## src/rtl/usb_pkg.sv

```systemverilog
// Shared USB definitions: descriptor type codes, EP0 packet size, EP0 FSM states.
package usb_pkg;

  localparam logic [7:0] DESC_DEVICE     = 8'h01;
  localparam logic [7:0] DESC_CONFIG     = 8'h02;
  localparam logic [7:0] DESC_STRING     = 8'h03;
  localparam logic [7:0] DESC_HID_REPORT = 8'h22;

  localparam int EP0_MAX_PKT = 8;

  typedef enum logic [2:0] {
    ST_IDLE,
    ST_CHECK,
    ST_WAIT_IN,
    ST_SEND,
    ST_EOP,
    ST_WAIT_ACK,
    ST_STALL
  } ep0_state_e;

endpackage

```

## src/rtl/usb_ep0_desc_streamer.sv

```systemverilog
// EP0 GET_DESCRIPTOR data stage: walks the descriptor ROM and feeds the packet
// transmitter up to MAX_PKT bytes per IN token, with DATA0/1 toggling,
// short-packet/ZLP termination, retransmit on missing ACK and STALL on
// unknown descriptors.
module usb_ep0_desc_streamer
  import usb_pkg::*;
#(
  parameter int MAX_PKT = EP0_MAX_PKT
) (
  input  logic        clk,
  input  logic        rst_n,
  input  logic        start,
  input  logic [7:0]  req_type,
  input  logic [7:0]  req_index,
  input  logic [15:0] req_length,
  input  logic        in_token,
  input  logic        ack_rx,
  input  logic        ack_timeout,
  output logic [7:0]  rom_type,
  output logic [7:0]  rom_index,
  output logic [15:0] rom_byte_index,
  output logic [15:0] rom_req_len,
  input  logic [7:0]  rom_data,
  input  logic        rom_valid,
  output logic        tx_start,
  output logic        tx_pid_data1,
  output logic        tx_valid,
  input  logic        tx_ready,
  output logic [7:0]  tx_data,
  output logic        tx_eop,
  output logic        tx_stall,
  output logic        busy,
  output logic        done
);

  localparam logic [3:0] MAX_CNT = 4'(MAX_PKT);

  ep0_state_e  state_q, state_d;
  logic [15:0] offset_q, offset_d;
  logic [3:0]  cnt_q, cnt_d;
  logic        toggle_q, toggle_d;
  logic [7:0]  type_q, type_d;
  logic [7:0]  index_q, index_d;
  logic [15:0] len_q, len_d;
  logic        tx_start_q, tx_start_d;
  logic        done_q, done_d;

  logic [16:0] sum;
  logic [15:0] byte_idx;
  logic        can_send;

  // offset+cnt, saturated to 16 bits; doubles as the post-ACK offset
  always_comb begin
    sum      = {1'b0, offset_q} + {13'd0, cnt_q};
    byte_idx = sum[16] ? 16'hFFFF : sum[15:0];
    can_send = rom_valid && (cnt_q < MAX_CNT);
  end

  // State and datapath registers
  always_ff @(posedge clk or negedge rst_n) begin
    if (!rst_n) begin
      state_q    <= ST_IDLE;
      offset_q   <= '0;
      cnt_q      <= '0;
      toggle_q   <= 1'b1;
      type_q     <= '0;
      index_q    <= '0;
      len_q      <= '0;
      tx_start_q <= 1'b0;
      done_q     <= 1'b0;
    end else begin
      state_q    <= state_d;
      offset_q   <= offset_d;
      cnt_q      <= cnt_d;
      toggle_q   <= toggle_d;
      type_q     <= type_d;
      index_q    <= index_d;
      len_q      <= len_d;
      tx_start_q <= tx_start_d;
      done_q     <= done_d;
    end
  end

  // Next-state logic; a new SETUP preempts everything, including a packet in flight
  always_comb begin
    state_d    = state_q;
    offset_d   = offset_q;
    cnt_d      = cnt_q;
    toggle_d   = toggle_q;
    type_d     = type_q;
    index_d    = index_q;
    len_d      = len_q;
    tx_start_d = 1'b0;
    done_d     = 1'b0;
    if (start) begin
      type_d   = req_type;
      index_d  = req_index;
      len_d    = req_length;
      offset_d = '0;
      cnt_d    = '0;
      toggle_d = 1'b1;
      state_d  = ST_CHECK;
    end else begin
      case (state_q)
        ST_CHECK: begin
          if (len_q == 16'd0) begin
            done_d  = 1'b1;
            state_d = ST_IDLE;
          end else if (!rom_valid) begin
            state_d = ST_STALL;
          end else begin
            state_d = ST_WAIT_IN;
          end
        end
        ST_WAIT_IN: begin
          if (in_token) begin
            tx_start_d = 1'b1;
            cnt_d      = '0;
            state_d    = ST_SEND;
          end
        end
        ST_SEND: begin
          // the tx_start cycle carries no payload
          if (!tx_start_q) begin
            if (can_send) begin
              if (tx_ready) begin
                cnt_d = cnt_q + 4'd1;
                // full packet: go straight to EOP without an idle probe cycle
                if (cnt_q + 4'd1 == MAX_CNT) state_d = ST_EOP;
              end
            end else begin
              state_d = ST_EOP;
            end
          end
        end
        ST_EOP: state_d = ST_WAIT_ACK;
        ST_WAIT_ACK: begin
          if (ack_rx) begin
            offset_d = byte_idx;
            toggle_d = ~toggle_q;
            if (cnt_q < MAX_CNT || byte_idx == len_q) begin
              done_d  = 1'b1;
              state_d = ST_IDLE;
            end else begin
              state_d = ST_WAIT_IN;
            end
          end else if (in_token) begin
            // host lost our packet and retried: resend from the same offset
            tx_start_d = 1'b1;
            cnt_d      = '0;
            state_d    = ST_SEND;
          end else if (ack_timeout) begin
            state_d = ST_WAIT_IN;
          end
        end
        default: ;
      endcase
    end
  end

  // Output decode
  always_comb begin
    rom_type       = type_q;
    rom_index      = index_q;
    rom_req_len    = len_q;
    rom_byte_index = (state_q == ST_SEND) ? byte_idx : offset_q;
    tx_start       = tx_start_q;
    tx_valid       = (state_q == ST_SEND) && !tx_start_q && can_send;
    tx_data        = tx_valid ? rom_data : 8'h00;
    tx_eop         = (state_q == ST_EOP);
    tx_pid_data1   = toggle_q && (state_q == ST_SEND || state_q == ST_EOP);
    tx_stall       = (state_q == ST_STALL);
    busy           = (state_q != ST_IDLE) && (state_q != ST_STALL);
    done           = done_q;
  end

endmodule

```

## config.mk

```make
export PLATFORM = sky130hd
export DESIGN_NAME = usb_ep0_desc_streamer
export DESIGN_NICKNAME = d
export VERILOG_FILES = /design/src/rtl/usb_pkg.sv /design/src/rtl/usb_ep0_desc_streamer.sv
export SDC_FILE = /design/constraint.sdc
export NUM_CORES = 1
export LEC_CHECK = 0
export CAP_MARGIN = 20
export CELL_PAD_IN_SITES_DETAIL_PLACEMENT = 1
export CELL_PAD_IN_SITES_GLOBAL_PLACEMENT = 1
export CORE_ASPECT_RATIO = 0.5
export CORE_UTILIZATION = 38
export DETAILED_ROUTE_END_ITERATION = 10
export PLACE_DENSITY_LB_ADDON = 0.1
export SLEW_MARGIN = 25
export SYNTH_ARGS = -nofsm -noshare
export SYNTH_HDL_FRONTEND = slang
export SYNTH_SLANG_ARGS = --single-unit
```

## constraint.sdc

```tcl
create_clock -name clk -period 6.7 [get_ports clk]
set_input_delay 1.005 -clock clk [delete_from_list [all_inputs] [get_ports clk]]
set_output_delay 1.005 -clock clk [all_outputs]
set_load 0.02 [all_outputs]
```

# Yosys cells after proc, flatten, opt, wreduce, memory -nomap -nowiden
# Cells that the tools add are included.
# op_classes
addsub,2
multipliers,0
div,0
n_lt_le_gt_ge,1
eq_ne,17
shifts,0
n_mux,38
bitwise,1
n_reduce_logical,17
# op_table
op,count
16-bit 2-to-1 mux,5
3-bit 2-to-1 mux,11
4-bit 2-to-1 mux,6
3-bit inequality test (second input constant),6
16-bit by 4-bit adder with 17-bit output,1
16-bit equality test,1
16-bit zero test,1
3-bit one-hot mux with 5 select lines,1
4-bit one-hot mux with 3 select lines,1
1-bit 2-to-1 mux,10
3-bit equality test (second input constant),3
8-bit 2-to-1 mux,1
4-bit inequality test (second input constant),2
3-bit by 2-bit equality test with 1-bit output (second input constant),2
6-bit AND reduction,1
6-bit nonzero test,1
1-bit logical AND,5
5-bit inequality test (second input constant),1
5-bit AND reduction,1
4-bit by 1-bit adder with 4-bit output (second input constant),1
4-bit equality test (second input constant),1
4-bit < comparator (second input constant),1
1-bit one-hot mux with 2 select lines,2
2-bit nonzero test,2
8 further kinds,9
# word_totals
ff_bits,58
latch_bits,0
mem_bits_rw,0
rom_bits,0
inputBits,48
output_inout_bits,63
elab_cells,85
memories,0

# Longest topological paths before layout
# logic_depth
ltp_word,8
ltp_mapped,12
depth_no_buf,10

# Worst setup path before layout
# OpenSTA, ideal clock, no wires.
# synth_path
path_kind,register to output
from,register cnt_q[0]
to,output rom_byte_index[10]
arrival_ps,2632
required_time_ps,5695
setup_slack_ps,3063
stages_incl_launch_ff,10
n_path_buf,2
path_cell_list,dfrtp_1 > ha_1 > fa_1 > a211oi_4 > or2_1 > buf_6 > nor3_1 > clkbuf_1 > nor2_1 > a31oi_1
# synth_via
elab_chain_cells,3
# synth_lines
element,line_no,source
start: declaration,usb_ep0_desc_streamer.sv:40,"logic [3:0] cnt_q, cnt_d;"
start signal: assignment,usb_ep0_desc_streamer.sv:74,cnt_q <= cnt_d;
16-bit by 4-bit adder with 17-bit output,usb_ep0_desc_streamer.sv:54,"sum = {1'b0, offset_q} + {13'd0, cnt_q};"
16-bit 2-to-1 mux,usb_ep0_desc_streamer.sv:55,byte_idx = sum[16] ? 16'hFFFF : sum[15:0];
16-bit 2-to-1 mux,usb_ep0_desc_streamer.sv:166,rom_byte_index = (state_q == ST_SEND) ? byte_idx : offset_q;
end: declaration,usb_ep0_desc_streamer.sv:21,"output logic [15:0] rom_byte_index,"
# No other way between the ends.

# Final worst setup path
# layout_path
from,register cnt_q[0]
to,output rom_byte_index[8]
# The elaborated chain is that of the path after synthesis.

==> impl_metrics.csv <==
group,metric,value,unit
layout,mostFrequentLayoutCell,"clkdlybuf4s50_1",
floorplan,die_area,0.01040,mm2
timing,period_share,0.7296,
floorplan,initial_core_util,0.3959,
worst_setup_path,worst-r2r-setup-slack,3.40,ns
floorplan,dieHeight,72.62,um
cts,holdBufCountCts,0,
global_routing,grt_pass1_vias,3648,
logic_synthesis,synth_top_area_frac,0.3764,
timing,setup_ws,1.812,ns
layout,layout-drive-gt1-share,0.1339,
timing,maxSlewHeadroom,0.3862,
power,swShare,0.3346,
power,p_sw,430.5,uW
timing,tns,0,ns
power,p_int,856.0,uW
worst_setup_path,worstSetupPathType,"reg -> out",
worst_setup_path,arrival,3.88,ns
power,leakage,0.001966,uW
global_routing,grt_first_pass_wirelength,19380,um
timing,fmax,0.2046,GHz
status,outcome,"completed",
worst_hold_path,hp-start,"rom_type[2]$_DFFE_PN0P_",
global_routing,antenna_found_initial,0,
layout,n_fill_cell,1092,
placed_design,gp_congestion,0.8656,
timing,fin_crit,4.888,ns
timing,drv_slew,0,
floorplan,io_pins,111,
power,clockPowerShare,0.347,
detailed_routing,drc,0,
timing,report.final.hold_viol_count,0,
job,maxCapViolations,0,
logic_synthesis,synthFlopType,"dfrtp_1",
logic_synthesis,yosys_warnings,0,
detailed_routing,dr.pass1.iters,4,
layout,post-route-util,0.5450,
cts,path_clk_slew,0.05,ns
layout,num_antenna_cells,0,
worst_setup_path,rr_startpoint,"cnt_q[0]$_DFFE_PN0P_",
layout,stdcell_area,0.005216,mm2
worst_setup_path,cp-end-kind,"primary output",
logic_synthesis,synth_nets,465,
timing,setup_viol,0,
worst_hold_path,hp-class,"reg -> reg",
logic_synthesis,ys_async_sr_fraction,1.000,
cts,clk_path_buf_depth,2,
detailed_routing,wirelength,11940,um
cts,cts_made_buffers,9,
detailed_routing,routed_via_density,5.611,
timing,finClkSkew,0.008713,ns
detailed_routing,num_vias,3608,
global_routing,overflow,0,
logic_synthesis,yosysSeqAreaShare,0.3833,
global_routing,grt_max_degree,59,
placed_design,dpl_cell_area,0.004926,mm2
cts,cts-root-buf,"clkbuf_16",
worst_setup_path,cp-start-kind,"flop",
power,combPwrFrac,0.310,
cts,postCtsSetupBuffers,0,
logic_synthesis,yosysUniqueCellTypes,64,
logic_synthesis,syn_area_per_cell,9.244,um2
worst_setup_path,r2r_cells,10,
placed_design,port_buffers,110,
timing,rsz0062_at_grt,"false",
power,power_frac_seq,0.343,
placed_design,post-place-ws,2.168,ns
layout,fin_nets,559,
worst_setup_path,rr_endpoint,"state_q[1]$_DFFE_PN0P_",
cts,cts_resized,0,
placed_design,hpwlAfterDp,8516,um
global_routing,grt_usage,0.2460,
timing,worst_pin_slew,0.9207,ns
cts,clock-sinks,58,
cts,clock_latency,0.33,ns
floorplan,placementRows,25,
worst_setup_path,worst-endpoint-required,5.69,ns
timing,hold_ws,0.5012,ns
layout,area_delta_synth_final,37.64,%
cts,cts_max_level,3,
detailed_routing,drtAntennaViolNets,0,
logic_synthesis,netlist_area,0.003790,mm2
logic_synthesis,netlist_instances,410,
power,ir_drop,0.1523,mV
worst_hold_path,hold_depth,1,
logic_synthesis,synth-edff-count,0,
logic_synthesis,synth_largest_area_cell,"dfrtp_1",
logic_synthesis,ys_seq_elements,58,
detailed_routing,avgRoutedWirePerCell,18.56,um
layout,final_cell_mix,"108 x clkdlybuf4s50_1, 57 x dfrtp_1, 34 x mux2_2, 33 x nor2_1, 32 x nand2_1",
worst_hold_path,hold_end,"rom_type[2]$_DFFE_PN0P_",
cts,cts_tree,"done",
detailed_routing,drtIter0Drc,149,
power,p_per_area,246.6,mW/mm2
worst_setup_path,crit_fanout,14,
floorplan,dieWidth,143.2,um
floorplan,core_region_area,0.009572,mm2
logic_synthesis,ys_top_cells_by_area,"dfrtp_1 38%, mux2_2 10%, a21oi_1 4.0%",
-- state kept, by name, summed over array words and instances, names as in the netlist --
signal       cells
offset_q        16
rom_req_len     16
rom_index        8
rom_type         8
cnt_q            4
state_q          3
done             1
toggle_q         1
tx_start         1
-- cell usage after synthesis, drive strengths merged, types with 8 or more instances --
library cell	number
a21oi	30
mux2	34
a311oi	9
clkbuf	18
xnor2	9
nor2	33
nor4	9
a211oi	10
nand3	9
nand2	32
a31oi	11
o21ai	16
dfrtp	57
buf	12
nor2b	8
and2	11
nor3	12
-- through the flow --
step / power, uW / std cells
2_1_floorplan: 671.8 / 410
3_3_place_gp: 836.0 / 628
3_5_place_dp: 843.6 / 628
4_1_cts: 1297 / 643
5_1_grt: 1351 / 643
6_report: 1287 / 643
-- kinds of logic after synthesis --
kind of cell,Yosys count,share of synthesized area
buffers and inverters,34,0.04258
XOR/XNOR,12,0.02773
AND/OR/NAND/NOR,152,0.2139
AO/OA/AOI/OAI,107,0.1905
multiplexers,40,0.1169
flip-flops,58,0.3833
adder cells (fa/ha/maj),7,0.02509
-- per-layer routing --
layer,GRT usage,vias to the layer above,share of wire
li1,-,1724,-
met1,0.3379,1755,0.49
met2,0.3783,116,0.42
met3,0.07677,13,0.076
met4,0.06147,0,0.0096
met5,0,-,0
-- worst max-delay path, stage by stage (launching register included) --
cell and delay, ns:
dfrtp_1 0.42, ha_1 0.25, fa_1 0.46, a211oi_4 0.45
or2_1 0.35, nor3_1 0.10, buf_4 0.19, nor2_1 0.56
a31oi_1 0.18, clkdlybuf4s50_1 0.58
-- power by group through the flow --
stage / logic (uW) / clock network, uW / registers [uW]
3_3_place_gp: 393 / 0 / 443
3_5_place_dp: 398 / 0 / 446
6_report: 398 / 446 / 442
5_1_grt: 435 / 468 / 448
4_1_cts: 402 / 454 / 441
2_1_floorplan: 227 / 0 / 445
-- worst max-delay path by stage --
stage,to,slack [ns],startpoint,depth (start not counted)
floorplan,rom_byte_index[10],3.06,cnt_q[0]$_DFFE_PN0P_,9
global placement,rom_byte_index[8],2.25,cnt_q[0]$_DFFE_PN0P_,9
detailed placement,rom_byte_index[8],2.17,cnt_q[0]$_DFFE_PN0P_,9
CTS,rom_byte_index[8],1.80,cnt_q[0]$_DFFE_PN0P_,9
global route,rom_byte_index[8],1.57,cnt_q[0]$_DFFE_PN0P_,9
finish,rom_byte_index[8],1.81,cnt_q[0]$_DFFE_PN0P_,9
-- final cells by class --
class                   instances  area, um2  share of cell area
multi-input cells             318       2176              0.4171
clock inverters                 2      10.01            0.001919
inverters                       4      15.01            0.002878
repair buffers                113       1114              0.2135
well taps                     135      168.9             0.03238
flip-flops and latches         58       1453              0.2785
clock buffers                  13      280.3             0.05373
Power figures use the tool's default switching activity.
